`src/rtl/stack_pkg.sv`:
```
// stack_pkg: shared types and sizing for the stack controller.
// Optional build macro used by stack_ctrl: STACK_PEEK_EN.
package stack_pkg;

  localparam int STACK_D_WIDTH  = 34;
  localparam int STACK_IA_WIDTH = 13;

  typedef enum logic [1:0] {
    OP_PUSH = 2'b00,
    OP_POP  = 2'b01,
    OP_PEEK = 2'b10,
    OP_RSVD = 2'b11
  } stack_op_t;

  typedef enum logic [1:0] {
    ERR_NONE      = 2'b00,
    ERR_OVERFLOW  = 2'b01,
    ERR_UNDERFLOW = 2'b10,
    ERR_ILLEGAL   = 2'b11
  } stack_err_t;

  typedef enum logic {
    IDLE    = 1'b0,
    RD_WAIT = 1'b1
  } stack_state_t;

endpackage

```
`src/rtl/stack_ctrl_if.sv`:
```
// stack_ctrl_if: command and response channels between the stack-op
// decode (master) and the stack controller (slave).
interface stack_ctrl_if
  import stack_pkg::*;
#(
  parameter int D_WIDTH = STACK_D_WIDTH
);

  logic               cmd_valid_i;
  logic               cmd_ready_o;
  stack_op_t          cmd_op_i;
  logic [D_WIDTH-1:0] cmd_data_i;

  logic               rsp_valid_o;
  logic [D_WIDTH-1:0] rsp_data_o;
  logic               rsp_err_o;

  modport slave (
    input  cmd_valid_i, cmd_op_i, cmd_data_i,
    output cmd_ready_o, rsp_valid_o, rsp_data_o, rsp_err_o
  );

  modport master (
    output cmd_valid_i, cmd_op_i, cmd_data_i,
    input  cmd_ready_o, rsp_valid_o, rsp_data_o, rsp_err_o
  );

endinterface

```
`src/rtl/stack_ctrl.sv`:
```
// stack_ctrl: upstream controller for the stackmem data stack. Owns the
// stack pointer, guards overflow/underflow, drives the memory port and
// returns pop/peek data one cycle after acceptance.
// Build macro: STACK_PEEK_EN enables op 10 as PEEK; otherwise op 10 is
// rejected as ILLEGAL.
module stack_ctrl
  import stack_pkg::*;
#(
  parameter int IA_WIDTH = STACK_IA_WIDTH,
  parameter int D_WIDTH  = STACK_D_WIDTH
) (
  input  logic                clk,
  input  logic                reset_n_i,
  stack_ctrl_if.slave         cmd_if,
  output logic                mem_we_o,
  output logic [IA_WIDTH-1:0] mem_addr_o,
  output logic [D_WIDTH-1:0]  mem_din_o,
  input  logic [D_WIDTH-1:0]  mem_dout_i,
  output logic [IA_WIDTH:0]   depth_o,
  output logic                empty_o,
  output logic                full_o,
  output logic                err_o,
  output stack_err_t          err_code_o,
  input  logic                err_clr_i
);

`ifdef STACK_PEEK_EN
  localparam bit PeekEn = 1'b1;
`else
  localparam bit PeekEn = 1'b0;
`endif

  localparam logic [IA_WIDTH:0] DepthMax = {1'b1, {IA_WIDTH{1'b0}}};
  localparam logic [IA_WIDTH:0] SpOne    = {{IA_WIDTH{1'b0}}, 1'b1};

  stack_state_t        state_q, state_d;
  logic [IA_WIDTH:0]   sp_q, sp_d;
  logic                rspErr_q, rspErr_d;
  logic                err_q, err_d;
  stack_err_t          errCode_q, errCode_d;

  logic                isFull;
  logic                isEmpty;
  logic [IA_WIDTH:0]   spMinus1;
  logic                cmdReady;
  logic                newErr;
  stack_err_t          newCode;

  assign isFull   = (sp_q == DepthMax);
  assign isEmpty  = (sp_q == '0);
  assign spMinus1 = sp_q - SpOne;

  // State, stack pointer and sticky error registers.
  always_ff @(posedge clk or negedge reset_n_i) begin
    if (!reset_n_i) begin
      state_q   <= IDLE;
      sp_q      <= '0;
      rspErr_q  <= 1'b0;
      err_q     <= 1'b0;
      errCode_q <= ERR_NONE;
    end else begin
      state_q   <= state_d;
      sp_q      <= sp_d;
      rspErr_q  <= rspErr_d;
      err_q     <= err_d;
      errCode_q <= errCode_d;
    end
  end

  // Command decode: memory port, next state, pointer update and error capture.
  always_comb begin
    state_d    = state_q;
    sp_d       = sp_q;
    rspErr_d   = 1'b0;
    newErr     = 1'b0;
    newCode    = ERR_NONE;
    cmdReady   = 1'b0;
    mem_we_o   = 1'b0;
    mem_addr_o = '0;
    mem_din_o  = '0;

    case (state_q)
      IDLE: begin
        cmdReady = 1'b1;
        if (cmd_if.cmd_valid_i) begin
          case (cmd_if.cmd_op_i)
            OP_PUSH: begin
              if (!isFull) begin
                mem_we_o   = 1'b1;
                mem_addr_o = sp_q[IA_WIDTH-1:0];
                mem_din_o  = cmd_if.cmd_data_i;
                sp_d       = sp_q + SpOne;
              end else begin
                newErr  = 1'b1;
                newCode = ERR_OVERFLOW;
              end
            end
            OP_POP, OP_PEEK: begin
              state_d = RD_WAIT;
              if ((cmd_if.cmd_op_i == OP_PEEK) && !PeekEn) begin
                newErr   = 1'b1;
                newCode  = ERR_ILLEGAL;
                rspErr_d = 1'b1;
              end else if (isEmpty) begin
                newErr   = 1'b1;
                newCode  = ERR_UNDERFLOW;
                rspErr_d = 1'b1;
              end else begin
                mem_addr_o = spMinus1[IA_WIDTH-1:0];
                if (cmd_if.cmd_op_i == OP_POP) begin
                  sp_d = spMinus1;
                end
              end
            end
            default: begin
              state_d  = RD_WAIT;
              newErr   = 1'b1;
              newCode  = ERR_ILLEGAL;
              rspErr_d = 1'b1;
            end
          endcase
        end
      end
      RD_WAIT: begin
        state_d = IDLE;
      end
      default: begin
        state_d = IDLE;
      end
    endcase

    // A fresh error outranks a clear arriving in the same cycle.
    if (newErr) begin
      err_d     = 1'b1;
      errCode_d = newCode;
    end else if (err_clr_i) begin
      err_d     = 1'b0;
      errCode_d = ERR_NONE;
    end else begin
      err_d     = err_q;
      errCode_d = errCode_q;
    end
  end

  assign cmd_if.cmd_ready_o = cmdReady;
  assign cmd_if.rsp_valid_o = (state_q == RD_WAIT);
  assign cmd_if.rsp_err_o   = (state_q == RD_WAIT) && rspErr_q;
  assign cmd_if.rsp_data_o  = ((state_q == RD_WAIT) && !rspErr_q) ? mem_dout_i : '0;

  assign depth_o    = sp_q;
  assign empty_o    = isEmpty;
  assign full_o     = isFull;
  assign err_o      = err_q;
  assign err_code_o = errCode_q;

endmodule
```
`src/flat_wrapper.sv`:
```
// flat-port wrapper written by rule: the top's interface ports become plain ports
module stack_ctrl_flat import stack_pkg::*;
#(
  parameter int IA_WIDTH = STACK_IA_WIDTH,
  parameter int D_WIDTH  = STACK_D_WIDTH
)
  (clk, reset_n_i, mem_we_o, mem_addr_o, mem_din_o, mem_dout_i, depth_o, empty_o, full_o, err_o, err_code_o, err_clr_i, cmd_if_cmd_valid_i, cmd_if_cmd_op_i, cmd_if_cmd_data_i, cmd_if_cmd_ready_o, cmd_if_rsp_valid_o, cmd_if_rsp_data_o, cmd_if_rsp_err_o);
  stack_ctrl_if #(.D_WIDTH(D_WIDTH)) cmd_if_i ();
  input  logic clk;
  input  logic reset_n_i;
  output logic mem_we_o;
  output logic [IA_WIDTH-1:0] mem_addr_o;
  output logic [D_WIDTH-1:0] mem_din_o;
  input  logic [D_WIDTH-1:0] mem_dout_i;
  output logic [IA_WIDTH:0] depth_o;
  output logic empty_o;
  output logic full_o;
  output logic err_o;
  output stack_err_t err_code_o;
  input  logic err_clr_i;
  input wire logic [$bits(cmd_if_i.cmd_valid_i)-1:0] cmd_if_cmd_valid_i;
  input wire logic [$bits(cmd_if_i.cmd_op_i)-1:0] cmd_if_cmd_op_i;
  input wire logic [$bits(cmd_if_i.cmd_data_i)-1:0] cmd_if_cmd_data_i;
  output wire logic [$bits(cmd_if_i.cmd_ready_o)-1:0] cmd_if_cmd_ready_o;
  output wire logic [$bits(cmd_if_i.rsp_valid_o)-1:0] cmd_if_rsp_valid_o;
  output wire logic [$bits(cmd_if_i.rsp_data_o)-1:0] cmd_if_rsp_data_o;
  output wire logic [$bits(cmd_if_i.rsp_err_o)-1:0] cmd_if_rsp_err_o;
  assign cmd_if_i.cmd_valid_i = cmd_if_cmd_valid_i;
  assign cmd_if_i.cmd_op_i = cmd_if_cmd_op_i;
  assign cmd_if_i.cmd_data_i = cmd_if_cmd_data_i;
  assign cmd_if_cmd_ready_o = cmd_if_i.cmd_ready_o;
  assign cmd_if_rsp_valid_o = cmd_if_i.rsp_valid_o;
  assign cmd_if_rsp_data_o = cmd_if_i.rsp_data_o;
  assign cmd_if_rsp_err_o = cmd_if_i.rsp_err_o;
  stack_ctrl #(.IA_WIDTH(IA_WIDTH), .D_WIDTH(D_WIDTH)) u_core (.clk(clk), .reset_n_i(reset_n_i), .cmd_if(cmd_if_i), .mem_we_o(mem_we_o), .mem_addr_o(mem_addr_o), .mem_din_o(mem_din_o), .mem_dout_i(mem_dout_i), .depth_o(depth_o), .empty_o(empty_o), .full_o(full_o), .err_o(err_o), .err_code_o(err_code_o), .err_clr_i(err_clr_i));
endmodule
```
`config.mk`:
```
export PLATFORM = sky130hd
export DESIGN_NAME = stack_ctrl_flat
export DESIGN_NICKNAME = d
export VERILOG_FILES = /design/src/rtl/stack_pkg.sv /design/src/rtl/stack_ctrl_if.sv /design/src/rtl/stack_ctrl.sv /design/src/flat_wrapper.sv
export SDC_FILE = /design/constraint.sdc
export NUM_CORES = 1
export LEC_CHECK = 0
export CORE_ASPECT_RATIO = 0.5
export CORE_MARGIN = 8
export CORE_UTILIZATION = 60
export DETAILED_ROUTE_END_ITERATION = 10
export DONT_BUFFER_PORTS = 1
export GPL_TIMING_DRIVEN = 0
export PLACE_DENSITY = 0.76
export SYNTH_ARGS = -nofsm -noshare
export SYNTH_HDL_FRONTEND = slang
export SYNTH_SLANG_ARGS = --single-unit
```
`constraint.sdc`:
```
create_clock -name clk -period 7.6 [get_ports clk]
set_input_delay 1.52 -clock clk [delete_from_list [all_inputs] [get_ports clk]]
set_output_delay 1.52 -clock clk [all_outputs]
set_load 0.02 [all_outputs]
```
* Word-level counts from Yosys, hierarchy flattened
Cells that the tools add are included.
** Operators by class
- Add/subtract/negate cells :: 2
- Bitwise logic cells :: 1
- Multiplexer cells :: 43
- Reductions and logical operators :: 9
- Equal/unequal tests :: 7
** Operators with widths (count)
- $mux 34 :: 5
- $mux 13 :: 5
- $mux 14 :: 4
- $pmux 14 s2 :: 1
- $pmux 13 s2 :: 1
- $mux 1 :: 17
- $add 14x1->14 const B :: 1
- $eq 14x14->1 const B :: 1
- $logic_not 14->1 :: 1
- $sub 14x1->14 const B :: 1
- $mux 2 :: 6
- $reduce_and 7->1 :: 1
- $ne 2x2->1 const B :: 3
- $pmux 1 s2 :: 3
- $pmux 2 s2 :: 1
- $reduce_bool 2->1 :: 2
- $eq 2x1->1 const B :: 1
- $eq 2x2->1 const B :: 1
- $logic_and 1x1->1 :: 2
- $logic_not 2->1 :: 1
- $ne 2x1->1 const B :: 1
- $reduce_or 2->1 :: 1
- $logic_not 1->1 :: 1
- $not 1->1 :: 1
** Storage, ports and cells
- Output and inout port bits :: 104
- Bits of input ports :: 74
- Word-level logic and storage cells :: 67
- Register bits :: 19

* Logic depth before layout (Yosys ltp)
Gate-level depths: netlist of the first run.
- Word-level depth :: 7
- Mapped depth :: 9
- Gate-level depth less buffers :: 7

* Least setup slack after synthesis of the first run
Ideal clock, no wire load.
- Path type :: input port to output port
- Start :: input cmd_if_cmd_op_i[0]
- End :: output mem_addr_o[8]
- Slack :: 2.972 ns
- Data required time :: 6.080 ns
- Arrival time :: 3.108 ns
- Buffers on the path :: 1
- Cell stages on the path :: 8
- Path through :: inv_1 -> ha_1 -> nor2b_1 -> nand2_1 -> a21oi_2 -> buf_6 -> nand2_1 -> o21ai_0
** On the way
- Longest elaborated chain between the ends :: 5
- Elaborated cells on any way between the ends :: 8
- Classes of those cells :: eq/ne (2); mux (4); reduce/logical (2)
** Ends and longest elaborated chain
- start, declared :: RTL line flat_wrapper.sv:22 : input wire logic [$bits(cmd_if_i.cmd_op_i)-1:0] cmd_if_cmd_op_i;
- $eq 2x2->1 or $eq 2x1->1 (tied branches) :: RTL line stack_ctrl.sv:86, stack_ctrl.sv:100
- $mux 13 or $reduce_or 2->1 (tied branches) :: RTL line stack_ctrl.sv:100, stack_ctrl.sv:86
- $pmux 13 s2 (*) :: RTL line stack_ctrl.sv:86 : case (cmd_if.cmd_op_i)
- $mux 13 (*) :: RTL line stack_ctrl.sv:85 : if (cmd_if.cmd_valid_i) begin
- $mux 13 (*) :: RTL line stack_ctrl.sv:82 : case (state_q)
- end, declared :: RTL line flat_wrapper.sv:12 : output logic [IA_WIDTH-1:0] mem_addr_o;
Every way passes the cells marked *; elsewhere a longest branch is shown, timed or not.

* Final worst setup path of the first run
Same ends and word-level chain as after synthesis.

==> results of run 1 <==
sequential cells by signal, summed over array words and instances (netlist names):
register and count:
u_core.depth_o 14, u_core.err_code_o 2, u_core.cmd_if.rsp_valid_o 1, u_core.err_o 1, u_core.rspErr_q 1
kinds of logic after synthesis:
| kind of cell | Yosys count | share of synthesized area [%] |
|---|---|---|
| xor+xnor | 10 | 4.14 |
| simple gates | 153 | 43.6 |
| compound gates | 57 | 18.6 |
| fa+ha+maj | 5 | 2.96 |
| flops | 19 | 22.5 |
| mux | 2 | 0.946 |
| buf+inv | 32 | 7.39 |
cell type report:
class	count	area (µm²)
Tap cell	51	63.8
Clock buffer	4	45.0
Fill cell	292	1190
Sequential cell	19	475
Buffer	20	111
Multi-Input combinational cell	227	1490
Inverter	12	45.0
per-layer routing:
metal  vias up  wire length [µm]  global-route usage (%)
met2       168              3830                    44.5
met1       992              2640                    24.6
met5         -                 0                       0
met4         0                92                    6.17
met3        10               946                    9.19
li1        967                 -                       -
where the power goes:
part | switching (mW) | leakage [nW] | total [mW] | internal, mW
Clock | 0.0366 | 0.0228 | 0.0739 | 0.0374
Combinational | 0.226 | 0.656 | 0.339 | 0.113
Sequential | 0.103 | 0.238 | 0.239 | 0.136
critical path, cell delays in order:
cell and delay (ps):
sky130_fd_sc_hd__inv_1 40, sky130_fd_sc_hd__ha_1 400, sky130_fd_sc_hd__nor2b_1 240, sky130_fd_sc_hd__nand2_1 130
sky130_fd_sc_hd__a21oi_2 290, sky130_fd_sc_hd__buf_6 200, sky130_fd_sc_hd__nand2_1 50, sky130_fd_sc_hd__o21ai_0 540
cell usage after synthesis (2+ instances only):
cell type	number
sky130_fd_sc_hd__o22ai_1	2
sky130_fd_sc_hd__ha_1	5
sky130_fd_sc_hd__o32ai_1	2
sky130_fd_sc_hd__nor2_1	11
sky130_fd_sc_hd__a31o_2	2
sky130_fd_sc_hd__nor3_1	8
sky130_fd_sc_hd__clkbuf_1	11
sky130_fd_sc_hd__a31oi_1	8
sky130_fd_sc_hd__xor2_1	5
sky130_fd_sc_hd__dfrtp_1	19
sky130_fd_sc_hd__and2_1	71
sky130_fd_sc_hd__a22o_1	2
sky130_fd_sc_hd__nor4_1	3
sky130_fd_sc_hd__a21boi_0	3
sky130_fd_sc_hd__or3_1	3
sky130_fd_sc_hd__a21oi_2	3
sky130_fd_sc_hd__nor4_4	2
sky130_fd_sc_hd__buf_2	5
sky130_fd_sc_hd__nor2b_1	4
sky130_fd_sc_hd__a32o_1	2
sky130_fd_sc_hd__xnor2_1	5
sky130_fd_sc_hd__a21o_2	2
sky130_fd_sc_hd__nand2b_1	3
sky130_fd_sc_hd__nand2_1	24
sky130_fd_sc_hd__or3_2	2
sky130_fd_sc_hd__nand4_1	3
sky130_fd_sc_hd__o21ai_0	9
sky130_fd_sc_hd__a21oi_1	12
sky130_fd_sc_hd__nand3_1	6
sky130_fd_sc_hd__inv_1	11
sky130_fd_sc_hd__or4_1	2
sky130_fd_sc_hd__mux2i_1	2
sky130_fd_sc_hd__a21o_1	2
sky130_fd_sc_hd__buf_6	4
final timing paths:
path	start	end	slack [ps]
worst min-delay path	u_core.err_o	u_core.err_o	660
worst min register to register	u_core.err_o	u_core.err_o	660
worst max-delay path	cmd_if_cmd_op_i[0]	mem_addr_o[8]	2670
worst max register to register	u_core.depth_o[0]	u_core.depth_o[11]	4780
max in group asynchronous	reset_n_i	u_core.err_code_o[0]	6580
min in group asynchronous	reset_n_i	u_core.depth_o[2]	940
==> impl_metrics.env, run 1 <==
export IMPL_outcome="finished, final reports clean"
export IMPL_power_leakage_nw=0.918
export IMPL_synthDistinctLibCells=54
export IMPL_max_cap_viol_count=0
export IMPL_synth_largest_type_area_fraction_pct=22.5
export IMPL_critPathLaunchType="input port"
export IMPL_setup_slack_ps=2670
export IMPL_mappedNetlistArea_um2=2120
export IMPL_postSynthRegisterBits=19
export IMPL_areaGrowthSynthToFinish_pct=5.14
export IMPL_iteration_count_of_the_initial_detailed_routing_pass=5
export IMPL_dieWidth_um=100
export IMPL_pwr_density_cell_nw_per_um2=293
export IMPL_synth_enable_flop_cells=0
export IMPL_gp_routability_congestion=0.939
export IMPL_post_cts_setup_buffer_count=0
export IMPL_finalNetCount=362
export IMPL_cts_root_buffer="sky130_fd_sc_hd__clkbuf_8"
export IMPL_post_route_drc_count=0
export IMPL_final_cell_mix="71 x sky130_fd_sc_hd__and2_1, 24 x sky130_fd_sc_hd__nand2_1, 19 x sky130_fd_sc_hd__dfrtp_1, 12 x sky130_fd_sc_hd__clkbuf_1, 12 x sky130_fd_sc_hd__a21oi_1"
export IMPL_antenna_cells_inserted=0
export IMPL_clock_sinks=19
export IMPL_total_number_of_h_tree_levels=1
export IMPL_wl_per_cell_um=22.6
export IMPL_worst_hold_path_num_cells=2
export IMPL_top_level_ports=178
export IMPL_cell_taking_the_most_area_after_synthesis="sky130_fd_sc_hd__dfrtp_1"
export IMPL_final_area_um2=2230
export IMPL_ir_drop_uv=171
export IMPL_dp_worst_setup_slack_ps=2680
export IMPL_worst_r2r_cell_count=9
export IMPL_placedCellCount=329
export IMPL_grt_total_usage_pct=23.8
export IMPL_fp_dieH_um=58
export IMPL_timing_clock_skew_ps=5.26
export IMPL_utilization_pct=65.2
export IMPL_max_clock_path_buffers=2
export IMPL_clk_transition_reported_paths_ps=70
export IMPL_yosys_most_used_dff="sky130_fd_sc_hd__dfrtp_1"
export IMPL_synth_net_count=357
export IMPL_via_count=2137
export IMPL_final_min_period_ps=4930
export IMPL_maxClockFrequency_mhz=203
export IMPL_category_of_the_most_critical_setup_path="input port to primary output"
export IMPL_number_of_global_route_vias_before_repair=2026
export IMPL_coreArea_um2=3420
export IMPL_die_area_um2=5800
export IMPL_postSynthCellCount=278
export IMPL_total_count_of_hold_check_failures_in_the_final_report=0
export IMPL_ctsResizeCount=0
export IMPL_synth_area_top_cells="sky130_fd_sc_hd__dfrtp_1 22%, sky130_fd_sc_hd__and2_1 21%, sky130_fd_sc_hd__nand2_1 4.3%"
export IMPL_first_pass_grt_wire_length_um=11100
export IMPL_start_util_pct=62.0
export IMPL_grt_setup_unrepaired="false"
export IMPL_postSynth_asyncResetShare_pct=100
export IMPL_final_min_period_over_clock_period_pct=64.9
export IMPL_globalRouteOverflowTotal=0
export IMPL_finish_cell_count_without_fillers=333
export IMPL_remaining_antenna_violation_count=0
export IMPL_max_slew_margin_rel_pct=53.0
export IMPL_clock_insertion_delay_worst_skew_ps=260
export IMPL_synth_yosys_warnings=0
export IMPL_tritoncts="yes"
export IMPL_hpwl_um=6140
export IMPL_number_of_buffers_created_by_cts=3
export IMPL_synth_sequential_area_ratio_pct=22.5
export IMPL_io_buffers=0
export IMPL_number_of_antenna_violations_at_the_first_check_in_global_routing=0
export IMPL_syn_mean_instance_area_um2=7.62
export IMPL_final_max_slew_viol_count=0
export IMPL_worst_hold_slack_ps=655
export IMPL_hold_removal_path_class="flip-flop to flip-flop"
export IMPL_post_dp_area_um2=2180
export IMPL_critical_path_sink_type="primary output"
export IMPL_worst_slew_pin_tran_ps=698
export IMPL_arrival_ps=3410
export IMPL_finalSetupViolations=0
export IMPL_layout_cells_most_common="sky130_fd_sc_hd__and2_1"
export IMPL_totalWireLength_um=7510
export IMPL_drive_above_1_share_pct=10.6
export IMPL_post_layout_total_power_uw=652
export IMPL_cp_required_ps=6080
export IMPL_drtIter0Drc=183
export IMPL_avgViaCountPerCell=6.42
export IMPL_cts_hold_bufs=0
export IMPL_grt_start_max_net_pins=20
export IMPL_path_max_fanout=10
export IMPL_setup_total_negative_slack_ps=0
export IMPL_rows=15
Power figures use the tool's default switching activity.
==> run 2: changes to the inputs <==
Settings changed: CORE_UTILIZATION 60 to 58.
Clock period 7.6 ns to 4.27 ns, I/O delays scaled along.
==> run 2 against run 1 <==
Utilization shrank 1.1 points. Sequential power rose by 77%. First-iteration DRC count rose by 16%. Sequential cell count unchanged. Critical path depth rose by 1. Clock skew is 1.6 ps higher. Non-clock buffer count stayed put.
==> impl_metrics.env, run 2 (synthesis gave the netlist of run 1 again) <==
export IMPL_final_area_um2=2230
export IMPL_fp_dieH_um=58.7
export IMPL_post_layout_total_power_mw=1.16
export IMPL_category_of_the_most_critical_setup_path="flip-flop to primary output"
export IMPL_coreArea_um2=3470
export IMPL_die_area_um2=5960
export IMPL_setup_total_negative_slack_ps=0
export IMPL_number_of_buffers_created_by_cts=3
export IMPL_max_slew_margin_rel_pct=54.3
export IMPL_remaining_antenna_violation_count=0
export IMPL_rows=15
export IMPL_totalWireLength_um=7670
export IMPL_cts_hold_bufs=0
export IMPL_critical_path_sink_type="primary output"
export IMPL_outcome="finished, final reports clean"
export IMPL_final_min_period_over_clock_period_pct=94.8
export IMPL_worst_r2r_cell_count=9
export IMPL_final_max_slew_viol_count=0
export IMPL_wl_per_cell_um=23.0
export IMPL_clock_sinks=19
export IMPL_cts_root_buffer="sky130_fd_sc_hd__clkbuf_8"
export IMPL_post_cts_setup_buffer_count=0
export IMPL_ir_drop_uv=259
export IMPL_max_cap_viol_count=0
export IMPL_pwr_density_cell_nw_per_um2=522
export IMPL_areaGrowthSynthToFinish_pct=5.14
export IMPL_critPathLaunchType="flip-flop"
export IMPL_finalNetCount=362
export IMPL_largest_register_ffs=14
export IMPL_worst_hold_slack_ps=270
export IMPL_layout_cells_most_common="sky130_fd_sc_hd__and2_1"
export IMPL_post_route_drc_count=0
export IMPL_number_of_antenna_violations_at_the_first_check_in_global_routing=0
export IMPL_grt_total_usage_pct=24.2
export IMPL_first_pass_grt_wire_length_um=11400
export IMPL_final_cell_mix="71 x sky130_fd_sc_hd__and2_1, 24 x sky130_fd_sc_hd__nand2_1, 19 x sky130_fd_sc_hd__dfrtp_1, 12 x sky130_fd_sc_hd__clkbuf_1, 12 x sky130_fd_sc_hd__a21oi_1"
export IMPL_drtIter0Drc=212
export IMPL_power_leakage_nw=0.918
export IMPL_top_level_ports=178
export IMPL_dieWidth_um=101
export IMPL_iteration_count_of_the_initial_detailed_routing_pass=5
export IMPL_worst_slew_pin_tran_ps=678
export IMPL_final_min_period_ps=4050
export IMPL_drive_above_1_share_pct=10.6
export IMPL_start_util_pct=61.0
export IMPL_clock_insertion_delay_worst_skew_ps=270
export IMPL_post_dp_area_um2=2180
export IMPL_hold_removal_path_class="input port to asynchronous set/reset pin"
export IMPL_grt_setup_unrepaired="false"
export IMPL_path_max_fanout=10
export IMPL_globalRouteOverflowTotal=0
export IMPL_maxClockFrequency_mhz=247
export IMPL_timing_clock_skew_ps=6.86
export IMPL_avgViaCountPerCell=6.52
export IMPL_antenna_cells_inserted=0
export IMPL_total_number_of_h_tree_levels=1
export IMPL_arrival_ps=3200
export IMPL_cp_required_ps=3420
export IMPL_clk_transition_reported_paths_ps=80
export IMPL_ctsResizeCount=0
export IMPL_gp_routability_congestion=0.962
export IMPL_max_clock_path_buffers=2
export IMPL_utilization_pct=64.1
export IMPL_io_buffers=0
export IMPL_hpwl_um=6280
export IMPL_tritoncts="yes"
export IMPL_number_of_global_route_vias_before_repair=2116
export IMPL_via_count=2171
export IMPL_grt_start_max_net_pins=20
export IMPL_total_count_of_hold_check_failures_in_the_final_report=0
export IMPL_finalSetupViolations=0
[run 2: cell type report]
| type | count | area (µm²) |
|---|---|---|
| sequential | 19 | 475 |
| buffer | 20 | 111 |
| multi-input combinational | 227 | 1490 |
| inverter | 12 | 45.0 |
| tap | 51 | 63.8 |
| clock buffer | 4 | 45.0 |
| fill | 296 | 1250 |
[run 2: worst max-delay path, stage by stage, from the launching register on]
cell and delay (ps):
sky130_fd_sc_hd__dfrtp_1 540, sky130_fd_sc_hd__inv_1 160, sky130_fd_sc_hd__ha_1 240, sky130_fd_sc_hd__or4b_4 480, sky130_fd_sc_hd__buf_6 160, sky130_fd_sc_hd__nor4_4 280
sky130_fd_sc_hd__and2_1 400, sky130_fd_sc_hd__nor3b_2 170, sky130_fd_sc_hd__buf_2 230, sky130_fd_sc_hd__and2_1 260
[run 2: worst paths after layout]
path	from	to	slack, ps
worst min register to register	u_core.err_o	u_core.err_o	650
max in group asynchronous	reset_n_i	u_core.err_o	3920
worst min-delay path	reset_n_i	u_core.depth_o[5]	270
min in group clk	u_core.err_o	u_core.err_o	650
worst max register to register	u_core.depth_o[0]	u_core.depth_o[11]	1440
worst max-delay path	u_core.depth_o[0]	mem_din_o[27]	220
[run 2: stage by stage]
step	instances	setup WS [ps]
6_report	333	221
5_1_grt	333	47.6
4_1_cts	333	208
3_5_place_dp	329	517
3_3_place_gp	329	540
2_1_floorplan	278	852
[run 2: routing by layer]
layer  GRT usage [%]  vias to the layer above  routed length (µm)
li1                -                      965                   -
met1            24.6                     1024                2740
met2            44.6                      169                3860
met3            9.87                       13                 959
met4            7.97                        0                 113
met5               0                        -                   0
[run 2: where the power goes]
part | switching, mW | total (mW) | internal [mW]
registers | 0.182 | 0.424 | 0.242
logic | 0.402 | 0.604 | 0.202
clock network | 0.0674 | 0.134 | 0.0667
total | 0.652 | 1.16 | 0.510
==> run 3: changes to the inputs <==
Settings changed: CORE_MARGIN 8 to 5, SKIP_LAST_GASP set to 1.
==> run 3 against run 2 <==
Hold slack better by 4.7 ps. Register-to-register slack better by 70 ps. Highest routed layer unchanged. Non-clock buffer count stayed put. Combinational power is 1% lower.
==> impl_metrics.env, run 3 (synthesis gave the netlist of run 1 again) <==
export IMPL_setup_slack_ps=240
export IMPL_avgViaCountPerCell=6.37
export IMPL_post_cts_setup_buffer_count=0
export IMPL_worst_slew_pin_tran_ps=645
export IMPL_capturing_point_of_the_worst_reg2reg_path="u_core.depth_o[9]"
export IMPL_dieWidth_um=95.4
export IMPL_worst_hold_slack_ps=275
export IMPL_internal_uw=510
export IMPL_post_route_drc_count=0
export IMPL_cp_cell_sequence="inv_1 -> ha_1 -> or4b_4 -> buf_6 -> nor4_4 -> and2_1 -> nor3b_2 -> buf_2 -> and2_1"
export IMPL_switching_fraction_of_total_power_pct=55.8
export IMPL_final_min_period_over_clock_period_pct=94.4
export IMPL_grt_setup_unrepaired="false"
export IMPL_drive_above_1_share_pct=10.6
export IMPL_cts_hold_bufs=0
export IMPL_total_number_of_h_tree_levels=1
export IMPL_critical_path_sink_type="primary output"
export IMPL_final_cell_mix="71 x sky130_fd_sc_hd__and2_1, 24 x sky130_fd_sc_hd__nand2_1, 19 x sky130_fd_sc_hd__dfrtp_1, 12 x sky130_fd_sc_hd__clkbuf_1, 12 x sky130_fd_sc_hd__a21oi_1"
export IMPL_timing_clock_skew_ps=3.20
export IMPL_maxClockFrequency_mhz=248
export IMPL_wl_per_cell_um=20.9
export IMPL_via_count=2121
export IMPL_power_frac_comb_pct=51.8
export IMPL_worst_r2r_setup_slack_ps=1510
export IMPL_worst_r2r_cell_count=9
export IMPL_critical_path_slowest_cell="sky130_fd_sc_hd__dfrtp_1"
export IMPL_io_buffers=0
export IMPL_outcome="finished, final reports clean"
export IMPL_remaining_antenna_violation_count=0
export IMPL_dp_worst_setup_slack_ps=545
export IMPL_final_max_slew_viol_count=0
export IMPL_coreArea_um2=3470
export IMPL_areaGrowthSynthToFinish_pct=5.14
export IMPL_setup_total_negative_slack_ps=0
export IMPL_pwr_density_cell_nw_per_um2=518
export IMPL_hpwl_um=5690
export IMPL_globalRouteOverflowTotal=0
export IMPL_clock_insertion_delay_worst_skew_ps=260
export IMPL_ir_drop_uv=224
export IMPL_total_count_of_hold_check_failures_in_the_final_report=0
export IMPL_number_of_antenna_violations_at_the_first_check_in_global_routing=0
export IMPL_regToRegStartpoint="u_core.depth_o[0]"
export IMPL_grt_total_usage_pct=26.2
export IMPL_cts_root_buffer="sky130_fd_sc_hd__clkbuf_8"
export IMPL_first_pass_grt_wire_length_um=10100
export IMPL_largest_register_ffs=14
export IMPL_final_min_period_ps=4030
export IMPL_power_share_sequential_pct=36.7
export IMPL_cp_common_cell="sky130_fd_sc_hd__and2_1"
export IMPL_critPathLaunchType="flip-flop"
export IMPL_clock_sinks=19
export IMPL_arrival_ps=3180
export IMPL_clk_transition_reported_paths_ps=80
export IMPL_category_of_the_most_critical_setup_path="flip-flop to primary output"
export IMPL_ctsResizeCount=0
export IMPL_max_cap_viol_count=0
export IMPL_fp_dieH_um=52.7
export IMPL_max_clock_path_buffers=2
export IMPL_gp_routability_congestion=0.887
export IMPL_die_area_um2=5030
export IMPL_number_of_global_route_vias_before_repair=1969
export IMPL_n_fill_cell=310
export IMPL_top_level_ports=178
export IMPL_path_max_fanout=10
export IMPL_layout_cells_most_common="sky130_fd_sc_hd__and2_1"
export IMPL_max_slew_margin_rel_pct=56.6
export IMPL_hold_removal_path_class="input port to asynchronous set/reset pin"
export IMPL_cp_slowest_stage_delay_ps=540
export IMPL_start_util_pct=61.0
export IMPL_finalSetupViolations=0
export IMPL_finalNetCount=362
export IMPL_clockPowerShare_pct=11.5
export IMPL_rows=15
export IMPL_iteration_count_of_the_initial_detailed_routing_pass=5
export IMPL_totalWireLength_um=6970
export IMPL_cp_required_ps=3420
export IMPL_net_switching_power_uw=643
export IMPL_tritoncts="yes"
export IMPL_number_of_buffers_created_by_cts=3
export IMPL_power_leakage_nw=0.918
export IMPL_antenna_cells_inserted=0
export IMPL_grt_start_max_net_pins=20
export IMPL_drtIter0Drc=188
-- run 3: cell counts in the layout (fill, tap and decap cells not counted) --
No cell type changed its count.
-- run 3: layout make-up --
class                   instances  area (µm²)  area share (%)
plain buffers                  20         111            5.00
inverters                      12        45.0            2.02
multi-input cells             227        1490            66.7
clock buffers                   4        45.0            2.02
flip-flops and latches         19         475            21.4
well taps                      51        63.8            2.87
-- run 3: per-stage QoR --
stage / utilization, % / instances / power (mW) / instance area [µm²]
finish: 64.1 / 333 / 1.15 / 2230
global route: 64.1 / 333 / 1.23 / 2230
CTS: 64.1 / 333 / 1.15 / 2230
detailed placement: 62.8 / 329 / 1.01 / 2180
global placement: 62.8 / 329 / 1.00 / 2180
floorplan: - / 278 / 0.893 / 2120
-- run 3: routing by layer --
metal | share of wire [%] | vias up | routed length, µm | global-route usage (%)
met1 | 36 | 991 | 2480 | 29.2
met4 | 1.1 | 0 | 80 | 6.84
met5 | 0 | - | 0 | 0
met3 | 11 | 10 | 779 | 8.18
li1 | - | 976 | - | -
met2 | 52 | 144 | 3640 | 48.8
-- run 3: how the worst max path moves through the flow --
stage,endpoint,slack (ps),from
floorplan,mem_din_o[24],850,u_core.depth_o[0]
global placement,mem_din_o[30],550,u_core.depth_o[0]
global route,mem_din_o[7],60,u_core.depth_o[0]
CTS,mem_din_o[25],240,u_core.depth_o[0]
finish,mem_din_o[31],240,u_core.depth_o[0]
detailed placement,mem_din_o[25],550,u_core.depth_o[0]
-- run 3: worst max-delay path, delay by kind of cell, from the launching register on --
kind                       cells  cell delay (ps)
adders and majority gates      1              250
DFF                            1              540
buffers and inverters          3              540
and+or+nand+nor                5             1560
-- run 3: power groups by stage --
stage | clock network, mW | registers, mW | logic [mW]
floorplan | 0 | 0.393 | 0.500
global placement | 0 | 0.426 | 0.578
detailed placement | 0 | 0.427 | 0.586
CTS | 0.132 | 0.424 | 0.591
global route | 0.144 | 0.436 | 0.649
finish | 0.133 | 0.423 | 0.597
